$ cat src/rtl/serial_word_assembler_pkg.sv
// rtl/serial_word_assembler_pkg.sv - shared types and sizing helpers for the serial word assembler
package serial_word_assembler_pkg;

    typedef enum logic {IDLE, SHIFT} asm_state_t;

    function automatic int cnt_w(input int width);
        return $clog2(width + 1);
    endfunction

endpackage

$ cat src/rtl/serial_word_assembler.sv
// rtl/serial_word_assembler.sv - collects a framed serial bit stream into a WIDTH-bit word
module serial_word_assembler
    import serial_word_assembler_pkg::*;
#(
    parameter int WIDTH     = 8,
    parameter bit MSB_FIRST = 1'b1
) (
    input  logic                      clk,
    input  logic                      rst,
    input  logic                      start,
    input  logic                      abort,
    input  logic                      sin,
    input  logic                      sin_valid,
    output logic                      busy,
    output logic [cnt_w(WIDTH)-1:0]   bit_count,
    output logic [WIDTH-1:0]          par_out,
    output logic                      ld
);

    localparam int CW = cnt_w(WIDTH);

    asm_state_t       state, state_nxt;
    logic [CW-1:0]    cnt_nxt;
    logic [WIDTH-1:0] shift_q, shift_nxt, shifted;
    logic             done;

    always_comb begin
        if (MSB_FIRST) begin
            shifted = {shift_q[WIDTH-2:0], sin};
        end else begin
            shifted = {sin, shift_q[WIDTH-1:1]};
        end
    end

    always_comb begin
        state_nxt = state;
        cnt_nxt   = bit_count;
        shift_nxt = shift_q;
        done      = 1'b0;
        case (state)
            IDLE: begin
                if (start) begin
                    state_nxt = SHIFT;
                    cnt_nxt   = '0;
                    shift_nxt = '0;
                end
            end
            SHIFT: begin
                // abort wins even over the bit that would complete the word
                if (abort) begin
                    state_nxt = IDLE;
                    cnt_nxt   = '0;
                    shift_nxt = '0;
                end else if (sin_valid) begin
                    if (bit_count == CW'(WIDTH - 1)) begin
                        done      = 1'b1;
                        state_nxt = IDLE;
                        cnt_nxt   = '0;
                        shift_nxt = '0;
                    end else begin
                        cnt_nxt   = bit_count + CW'(1);
                        shift_nxt = shifted;
                    end
                end
            end
            default: begin
                state_nxt = IDLE;
                cnt_nxt   = '0;
                shift_nxt = '0;
            end
        endcase
    end

    always_ff @(posedge clk or negedge rst) begin
        if (!rst) begin
            state     <= IDLE;
            bit_count <= '0;
            shift_q   <= '0;
            par_out   <= '0;
            ld        <= 1'b0;
            busy      <= 1'b0;
        end else begin
            state     <= state_nxt;
            bit_count <= cnt_nxt;
            shift_q   <= shift_nxt;
            ld        <= done;
            busy      <= (state_nxt == SHIFT);
            // the completed word includes the bit accepted on this edge
            if (done) begin
                par_out <= shifted;
            end
        end
    end

endmodule

$ cat config.mk
export PLATFORM = sky130hd
export DESIGN_NAME = serial_word_assembler
export DESIGN_NICKNAME = d
export VERILOG_FILES = /design/src/rtl/serial_word_assembler_pkg.sv /design/src/rtl/serial_word_assembler.sv
export SDC_FILE = /design/constraint.sdc
export NUM_CORES = 1
export LEC_CHECK = 0
export ABC_AREA = 1
export CAP_MARGIN = 20
export CORE_ASPECT_RATIO = 0.9
export CORE_UTILIZATION = 43
export DETAILED_ROUTE_END_ITERATION = 6
export GPL_TIMING_DRIVEN = 0
export PLACE_DENSITY = 0.72
export SKIP_CTS_REPAIR_TIMING = 1
export SLEW_MARGIN = 5
export SYNTH_ARGS = -nofsm -noshare
export SYNTH_HDL_FRONTEND = slang
export SYNTH_SLANG_ARGS = --single-unit
$ cat constraint.sdc
create_clock -name clk -period 1.3 [get_ports clk]
set_clock_uncertainty 0.05 [all_clocks]
set_input_delay 0.195 -clock clk [delete_from_list [all_inputs] [get_ports clk]]
set_output_delay 0.195 -clock clk [all_outputs]
set_load 0.01 [all_outputs]
# Word-level counts from Yosys, hierarchy flattened
# Cells that the tools add are included.
# Widths: inputs -> output; s select.
[totals]
ff_bits = 21
elab_cells = 30
mem_bits_ro = 0
latch_bits = 0
out_inout_bits = 14
mem_bits_rw = 0
n_memories = 0
inputBits = 6
[op_classes]
magnitude_cmp = 0
eq_ne = 3
div = 0
mux = 19
n_mul = 0
shift = 0
bitwise = 1
n_reduce_logical = 1
add_sub_neg = 1
[ops]
columns = ["operator", "n"]
rows = [
  ["$mux 7", 4],
  ["$mux 4", 4],
  ["$pmux 7 s2", 1],
  ["$mux 1", 8],
  ["$pmux 4 s2", 1],
  ["$add 4x1->4 const B", 1],
  ["$eq 4x3->1 const B", 1],
  ["$ne 3x3->1 const B", 1],
  ["$ne 2x2->1 const B", 1],
  ["$pmux 1 s2", 1],
  ["$reduce_and 2->1", 1],
  ["$not 1->1", 1],
]

# Depth between registers and ports, before layout
# Gate-level depths: netlist of the first run.
[logic_depth]
depth_word = 5
ltp_mapped = 6
mapped_depth_nobuf = 6

# Least setup slack after synthesis of the first run
# No wires, ideal clock.
[synth_timing]
kind = "register to register"
from = "register bit_count[0]"
to = "register par_out[0]"
stages_incl_launch_ff = 7
required_ns = 1.133
path_buffers = 0
setup_slack_ns = 0.037
period_less_slack_ns = 1.263
setup_ns = 0.117
arrival_time_ns = 1.096
path_cell_list = "dfrtp_1 -> ha_1 -> nand2_1 -> nor2_4 -> nand2_4 -> nand2_1 -> nand2_1"
[synth_via]
elab_chain_len = 5
[synth_lines]
columns = ["element", "line", "source"]
rows = [
  ["start, declared", "serial_word_assembler.sv:15", "output logic [cnt_w(WIDTH)-1:0] bit_count,"],
  ["start signal, assigned", "serial_word_assembler.sv:84", "bit_count <= cnt_nxt;"],
  ["$eq 4x3->1", "serial_word_assembler.sv:55", "if (bit_count == CW'(WIDTH - 1)) begin"],
  ["$mux 1", "serial_word_assembler.sv:55", ""],
  ["$mux 1", "serial_word_assembler.sv:54", "end else if (sin_valid) begin"],
  ["$mux 1", "serial_word_assembler.sv:50", "if (abort) begin"],
  ["$mux 1", "serial_word_assembler.sv:40", "case (state)"],
  ["end signal, assigned", "serial_word_assembler.sv:90", "par_out <= shifted;"],
  ["end, declared", "serial_word_assembler.sv:16", "output logic [WIDTH-1:0] par_out,"],
]
# No other way between the ends.
# A chain may end at the register's enable or synchronous reset.

# Worst setup path in the final report of the first run
[layout_timing]
from = "register bit_count[0]"
to = "output port bit_count[0]"
# No word-level cell between the ends.

==> impl_summary.log, run 1 <==
[metrics] relative max-transition margin: 38.3%
[metrics] Chip Width: 50.8 um
[metrics] Yosys cell types: 16
[metrics] DP Wirelength: 1190 um
[metrics] Via Count: 775
[metrics] routability congestion estimate: 0.754
[metrics] element type at the critical path start: register
[metrics] diode count: 0
[metrics] count of buffers inserted at the top-level ports: 19
[metrics] post-detailed-route wirelength per cell: 12.1 um
[metrics] net count reported at finish: 142
[metrics] latest clock arrival within the worst-skew pair: 300 ps
[metrics] DRC violation count after routing: 0
[metrics] Cell Chain, Critical Path: buf_4, dlymetal6s2s_1
[metrics] CTS tree: done
[metrics] clock buffer depth: 2
[metrics] global-route wire length before repair: 2860 um
[metrics] number of CTS-inserted buffers: 3
[metrics] maximum clock frequency: 786 MHz
[metrics] max-cap violation count: 0
[metrics] crit share post-route: 97.8%
[metrics] combinational family with the most area after synthesis: simple AND/OR/NAND/NOR gates
[metrics] area added between synthesis and finish: 40.4%
[metrics] footprint of the multi-input gates: 389 um^2
[metrics] fill cell instance count of the final layout: 165
[metrics] Synth Net Count: 110
[metrics] register area: 532 um^2
[metrics] share of synthesized cell area in full adder, half adder and majority cells: 1.36%
[metrics] area share of xor/xnor cells in the synthesized design: 0.949%
[metrics] Setup-failing EPs final: 0
[metrics] core area: 0.00197 mm^2
[metrics] post-detailed-routing wire length: 1920 um
[metrics] areal power density over the cells: 905 mW/mm^2
[metrics] number of synthesized register bits: 21
[metrics] clock transition at the register clock pins on the worst setup and hold paths after CTS: 110 ps
[metrics] post-route ant nets: 0
[metrics] via density per instance: 4.87
[metrics] Crit-path slowest cell: dfrtp_2
[metrics] Post-Syn Area per Cell: 8.96 um^2
[metrics] number of ports placed on the die boundary: 20
[metrics] run status: finished clean
[metrics] maximum number of pins on one net before global-route repair: 22
[metrics] effective utilization at floorplan: 46.9%
[metrics] leakage power of the design: 0.913 nW
[metrics] required time reported for the critical path endpoint: 1050 ps
[metrics] complex-gate fraction of the synthesized area: 1.63%
[metrics] number of sinks driven by the clock tree: 21
[metrics] placed cells: 147
[metrics] FF-to-FF path depth: 7
[metrics] final design utilization: 65.8%
[metrics] Worst IR Drop VDD: 858 uV
[metrics] fraction of final layout cells sized beyond drive strength 1: 20.1%
[metrics] synthesized netlist cell count: 103
[metrics] type of element capturing the critical path: primary output
[metrics] Critical Path Fanout Max: 3
[metrics] mux contribution to synthesized area: 0%
[metrics] final hold viol count: 0
[metrics] commonest non-fill, non-tap cell in the layout: nand2_1
[metrics] total global routing overflow: 0
[metrics] Die Y-Extent: 46.0 um
[metrics] share of the yosys chip area belonging to registers: 56.9%
[metrics] DIE AREA: 0.00234 mm^2
[metrics] buffer type at the clock tree root: clkbuf_4
[metrics] initial antenna violation count: 0
[metrics] Slew @ Worst Pin: 923 ps
[metrics] number of cell rows: 15
[metrics] vias in the first global route: 671
[metrics] TritonRoute pass-1 iters: 4
[metrics] Crit Path Category: register to primary output
[metrics] CP max stage delay: 430 ps
[metrics] starting DRC count in detailed routing: 25
[metrics] number of non-filler instances in the completed layout: 159
[metrics] H-tree levels: 1
[metrics] Max Transition Viols Final: 0
[metrics] total track usage: 17.2%
[metrics] simple-gate share of the synthesized area: 35.4%
[metrics] arrival time reported for the critical path endpoint: 1030 ps
[metrics] most frequent cells in the layout: nand2_1 (48), dfrtp_1 (16), dlymetal6s2s_1 (14)
[metrics] Final Critical Period: 1270 ps
[metrics] Warnings, synthesis: 0
[metrics] class of the worst hold path: input pin to async pin
[metrics] synthesized area: 923 um^2
final cells by class:
class | instances | area share, %
clock inverters | 1 | 0.386
repair buffers | 26 | 21.7
multi-input cells | 75 | 30.0
clock buffers | 3 | 1.74
inverters | 6 | 1.74
plain buffers | 2 | 0.965
flip-flops and latches | 21 | 41.0
well taps | 25 | 2.41
logic make-up (layout without fill, tap and decap cells):
| family | after synthesis | count (layout) |
|---|---|---|
| flops | 21 | 21 |
| simple gates | 69 | 70 |
| buf+inv | 8 | 38 |
| fa+ha+maj | 1 | 1 |
| compound gates | 3 | 3 |
| xor+xnor | 1 | 1 |
power breakdown:
part	total [mW]	internal, mW	switching [mW]
Combinational	0.176	0.0808	0.0957
Clock	0.310	0.115	0.195
Sequential	0.687	0.671	0.0159
worst paths after layout:
kind                                end          from  slack [ps]
hold / removal             bit_count[2]           rst         350
min in group clk             par_out[0]           sin         400
hold reg to reg              par_out[3]    par_out[3]         420
setup reg to reg             shift_q[0]  bit_count[0]          40
setup / recovery           bit_count[0]  bit_count[0]          30
max in group asynchronous  bit_count[0]           rst         240
metal layers:
layer | vias to the layer above | share of wire [%] | global-route usage, %
li1 | 388 | - | -
met1 | 357 | 44 | 21.3
met4 | 0 | 2.9 | 5.00
met2 | 22 | 47 | 28.8
met5 | - | 0 | 0
met3 | 8 | 5.9 | 6.00
stage by stage:
step	hold slack (ps)	power [mW]	TNS (ps)	cell area, um^2	setup WS [ps]
floorplan	-151	0.767	0	923	37.0
global placement	403	0.836	-3640	1140	-118
detailed placement	407	0.840	-4310	1140	-135
CTS	378	1.15	-3750	1170	-337
global route	416	1.23	-52.2	1300	-20.0
finish	346	1.17	0	1300	28.1
sequential cells by signal, summed over array words and instances, names as in the netlist:
name       flops
bit_count      4
shift_q        7
par_out        8
ld             1
state          1
critical path, delay by kind of cell (launching register included):
| kind | cells | cell delay [ps] |
|---|---|---|
| flops | 1 | 430 |
| buf+inv | 2 | 300 |
synthesized netlist by cell type:
library cell | n | area (um^2)
nor2_1 | 1 | 3.75
inv_1 | 6 | 22.5
nand3_4 | 1 | 17.5
buf_2 | 1 | 5.00
nand2_1 | 49 | 184
dfrtp_1 | 21 | 526
xnor2_1 | 1 | 8.76
o21ai_0 | 2 | 10.0
nand3_1 | 12 | 60.1
nand4_1 | 1 | 6.26
ha_1 | 1 | 12.5
buf_4 | 1 | 7.51
o21ai_1 | 1 | 5.00
nor2_4 | 3 | 33.8
nand2_4 | 1 | 11.3
nand3_2 | 1 | 10.0
No activity file was read; power rests on OpenSTA's default activity.
==> run 2: changes to the inputs <==
CORE_UTILIZATION = 25   (was 43)
HOLD_SLACK_MARGIN = 0.06   (was not set)
MAX_ROUTING_LAYER = met4   (was not set)
PLACE_DENSITY = not set   (was 0.72)
==> impl_summary.log, run 2 (synthesized netlist as in run 1, its figures left out) <==
[metrics] run status: finished clean
[metrics] max-cap violation count: 0 (unchanged)
[metrics] CP max stage delay: 430 ps (about the same)
[metrics] largest reg by FF count: par_out
[metrics] Crit Path Category: register to register
[metrics] footprint of the multi-input gates: 409 um^2 (+5.1%)
[metrics] total global routing overflow: 0 (unchanged)
[metrics] commonest non-fill, non-tap cell in the layout: nand2_1
[metrics] Via Count: 771 (-0.52%)
[metrics] number of ports placed on the die boundary: 20 (unchanged)
[metrics] post-route ant nets: 0 (unchanged)
[metrics] areal power density over the cells: 949 mW/mm^2 (+4.9%)
[metrics] Setup-failing EPs final: 0 (unchanged)
[metrics] required time reported for the critical path endpoint: 1410 ps (+360 ps)
[metrics] effective utilization at floorplan: 26.7% (-20 points)
[metrics] area added between synthesis and finish: 47.0%
[metrics] type of element capturing the critical path: register
[metrics] latest clock arrival within the worst-skew pair: 260 ps (-40 ps)
[metrics] final hold viol count: 0 (unchanged)
[metrics] number of sinks driven by the clock tree: 21 (unchanged)
[metrics] core area: 0.00345 mm^2 (+75%)
[metrics] Crit-path slowest cell: dfrtp_2
[metrics] worst slack at placement: -126 ps (+9.36 ps)
[metrics] starting DRC count in detailed routing: 31 (+24%)
[metrics] DIE AREA: 0.00394 mm^2 (+69%)
[metrics] most frequent cells in the layout: nand2_1 (42), dfrtp_1 (16), dlymetal6s2s_1 (15)
[metrics] net count reported at finish: 142 (unchanged)
[metrics] Chip Width: 66.1 um (+30%)
[metrics] DRC violation count after routing: 0 (unchanged)
[metrics] Worst IR Drop VDD: 294 uV (-66%)
[metrics] setup_tns: 0 ps (unchanged)
[metrics] crit share post-route: 97.6% (-0.23 points)
[metrics] class of the worst hold path: input pin to async pin
[metrics] leakage power of the design: 0.929 nW (+1.8%)
[metrics] TritonRoute pass-1 iters: 3 (-1)
[metrics] number of non-filler instances in the completed layout: 178 (+12%)
[metrics] clock buffer depth: 2 (unchanged)
[metrics] Slew @ Worst Pin: 954 ps (+30.7 ps)
[metrics] clock transition at the register clock pins on the worst setup and hold paths after CTS: 80 ps (-30 ps)
[metrics] fill cell instance count of the final layout: 352 (+110%)
[metrics] Critical Path Fanout Max: 8 (+5)
[metrics] setup repair after global routing missed its margin: yes
[metrics] maximum number of pins on one net before global-route repair: 22 (unchanged)
[metrics] vias in the first global route: 724 (+7.9%)
[metrics] met1 Resource Use GR: 12.3% (-9.0 points)
[metrics] count of buffers inserted at the top-level ports: 19 (unchanged)
[metrics] DP Wirelength: 1320 um (+11%)
[metrics] largest registers: par_out x8, shift_q x7, bit_count x4
[metrics] Cell Chain, Critical Path: ha_4, nand2_4, nor2_4, nand2_4, nand2_2, nand2_2
[metrics] total track usage: 11.1% (-6.1 points)
[metrics] number of cell rows: 20 (+5)
[metrics] buffer type at the clock tree root: clkbuf_8
[metrics] Die Y-Extent: 59.7 um (+30%)
[metrics] routing usage on met2: 18.7% (-10 points)
[metrics] element type at the critical path start: register
[metrics] maximum clock frequency: 788 MHz (+0.23%)
[metrics] register area: 532 um^2 (unchanged)
[metrics] Final Critical Period: 1270 ps (-2.93 ps)
[metrics] Max Transition Viols Final: 0 (unchanged)
[metrics] placed cells: 166 (+13%)
[metrics] Setup WS post-layout: 31.0 ps (+2.93 ps)
[metrics] post-detailed-route wirelength per cell: 11.3 um (-6.6%)
[metrics] routability congestion estimate: 0.727 (-3.6%)
[metrics] H-tree levels: 1 (unchanged)
[metrics] number of CTS-inserted buffers: 3 (unchanged)
[metrics] fraction of final layout cells sized beyond drive strength 1: 24.6% (+4.5 points)
[metrics] post-detailed-routing wire length: 2010 um (+4.6%)
[metrics] met3 Resource Use GR: 1.72% (-4.3 points)
[metrics] relative max-transition margin: 36.3% (-2.0 points)
[metrics] Largest register FFs: 8 (unchanged)
[metrics] diode count: 0 (unchanged)
[metrics] initial antenna violation count: 0 (unchanged)
[metrics] CTS tree: done
[metrics] global-route wire length before repair: 3130 um (+9.7%)
[metrics] via density per instance: 4.33 (-11%)
[metrics] global route hottest layer: met2
[metrics] arrival time reported for the critical path endpoint: 1380 ps (+350 ps)
[metrics] FF-to-FF path depth: 6 (-1)
## run 2: cell types whose count changed in the layout (fill, tap and decap cells not counted), moves of 3 or more
cell / change
nand2_1: -6
nand2_2: +6
clkbuf_4: -3
clkbuf_8: +3
## run 2: metrics by stage
step	utilization [%]	power (mW)	cell area [um^2]	hold slack, ps
6_report	39.3	1.29	1360	18.5
5_1_grt	39.3	1.35	1360	102
4_1_cts	35.2	1.26	1210	429
3_5_place_dp	33.8	0.841	1170	411
3_3_place_gp	33.8	0.836	1170	403
2_1_floorplan	-	0.767	923	-151
## run 2: where the power goes
| part | switching, mW | internal, mW | total [mW] |
|---|---|---|---|
| clock network | 0.213 | 0.213 | 0.426 |
| logic | 0.0929 | 0.0780 | 0.171 |
| registers | 0.0203 | 0.671 | 0.691 |
| total | 0.326 | 0.963 | 1.29 |
## run 2: path summary, 6_finish.rpt
path                            slack (ps)          from            to
worst max-delay path                    30  bit_count[1]    par_out[4]
worst min-delay path                    20           rst  bit_count[2]
worst max register to register          30  bit_count[1]    par_out[4]
worst min register to register         420    par_out[6]    par_out[6]
max in group asynchronous              540           rst  bit_count[0]
min in group clk                       420    par_out[6]    par_out[6]
## run 2: per-layer routing
metal | wire length [um] | part of all wire, %
met1 | 926 | 46
met2 | 979 | 49
met3 | 49 | 2.4
met4 | 51 | 2.5
met5 | 0 | 0
## run 2: cell type report
| cell class | instances | area share, % |
|---|---|---|
| sequential | 21 | 39.2 |
| tap | 44 | 4.06 |
| clock buffer | 3 | 3.04 |
| clock inverter | 1 | 0.369 |
| multi-input combinational | 75 | 30.1 |
| timing repair buffer | 26 | 20.6 |
| buffer | 2 | 0.922 |
| inverter | 6 | 1.66 |
## run 2: worst max-delay path, delay by kind of cell (launching register included)
kind,cells,cell delay [ps]
fa+ha+maj,1,180
flops,1,430
simple gates,5,500
==> run 3: changes to the inputs <==
CTS_CLUSTER_DIAMETER = 120   (was not set)
==> results of run 3 <==
No change in the layout: final DEF, timing and power equal those of run 2.
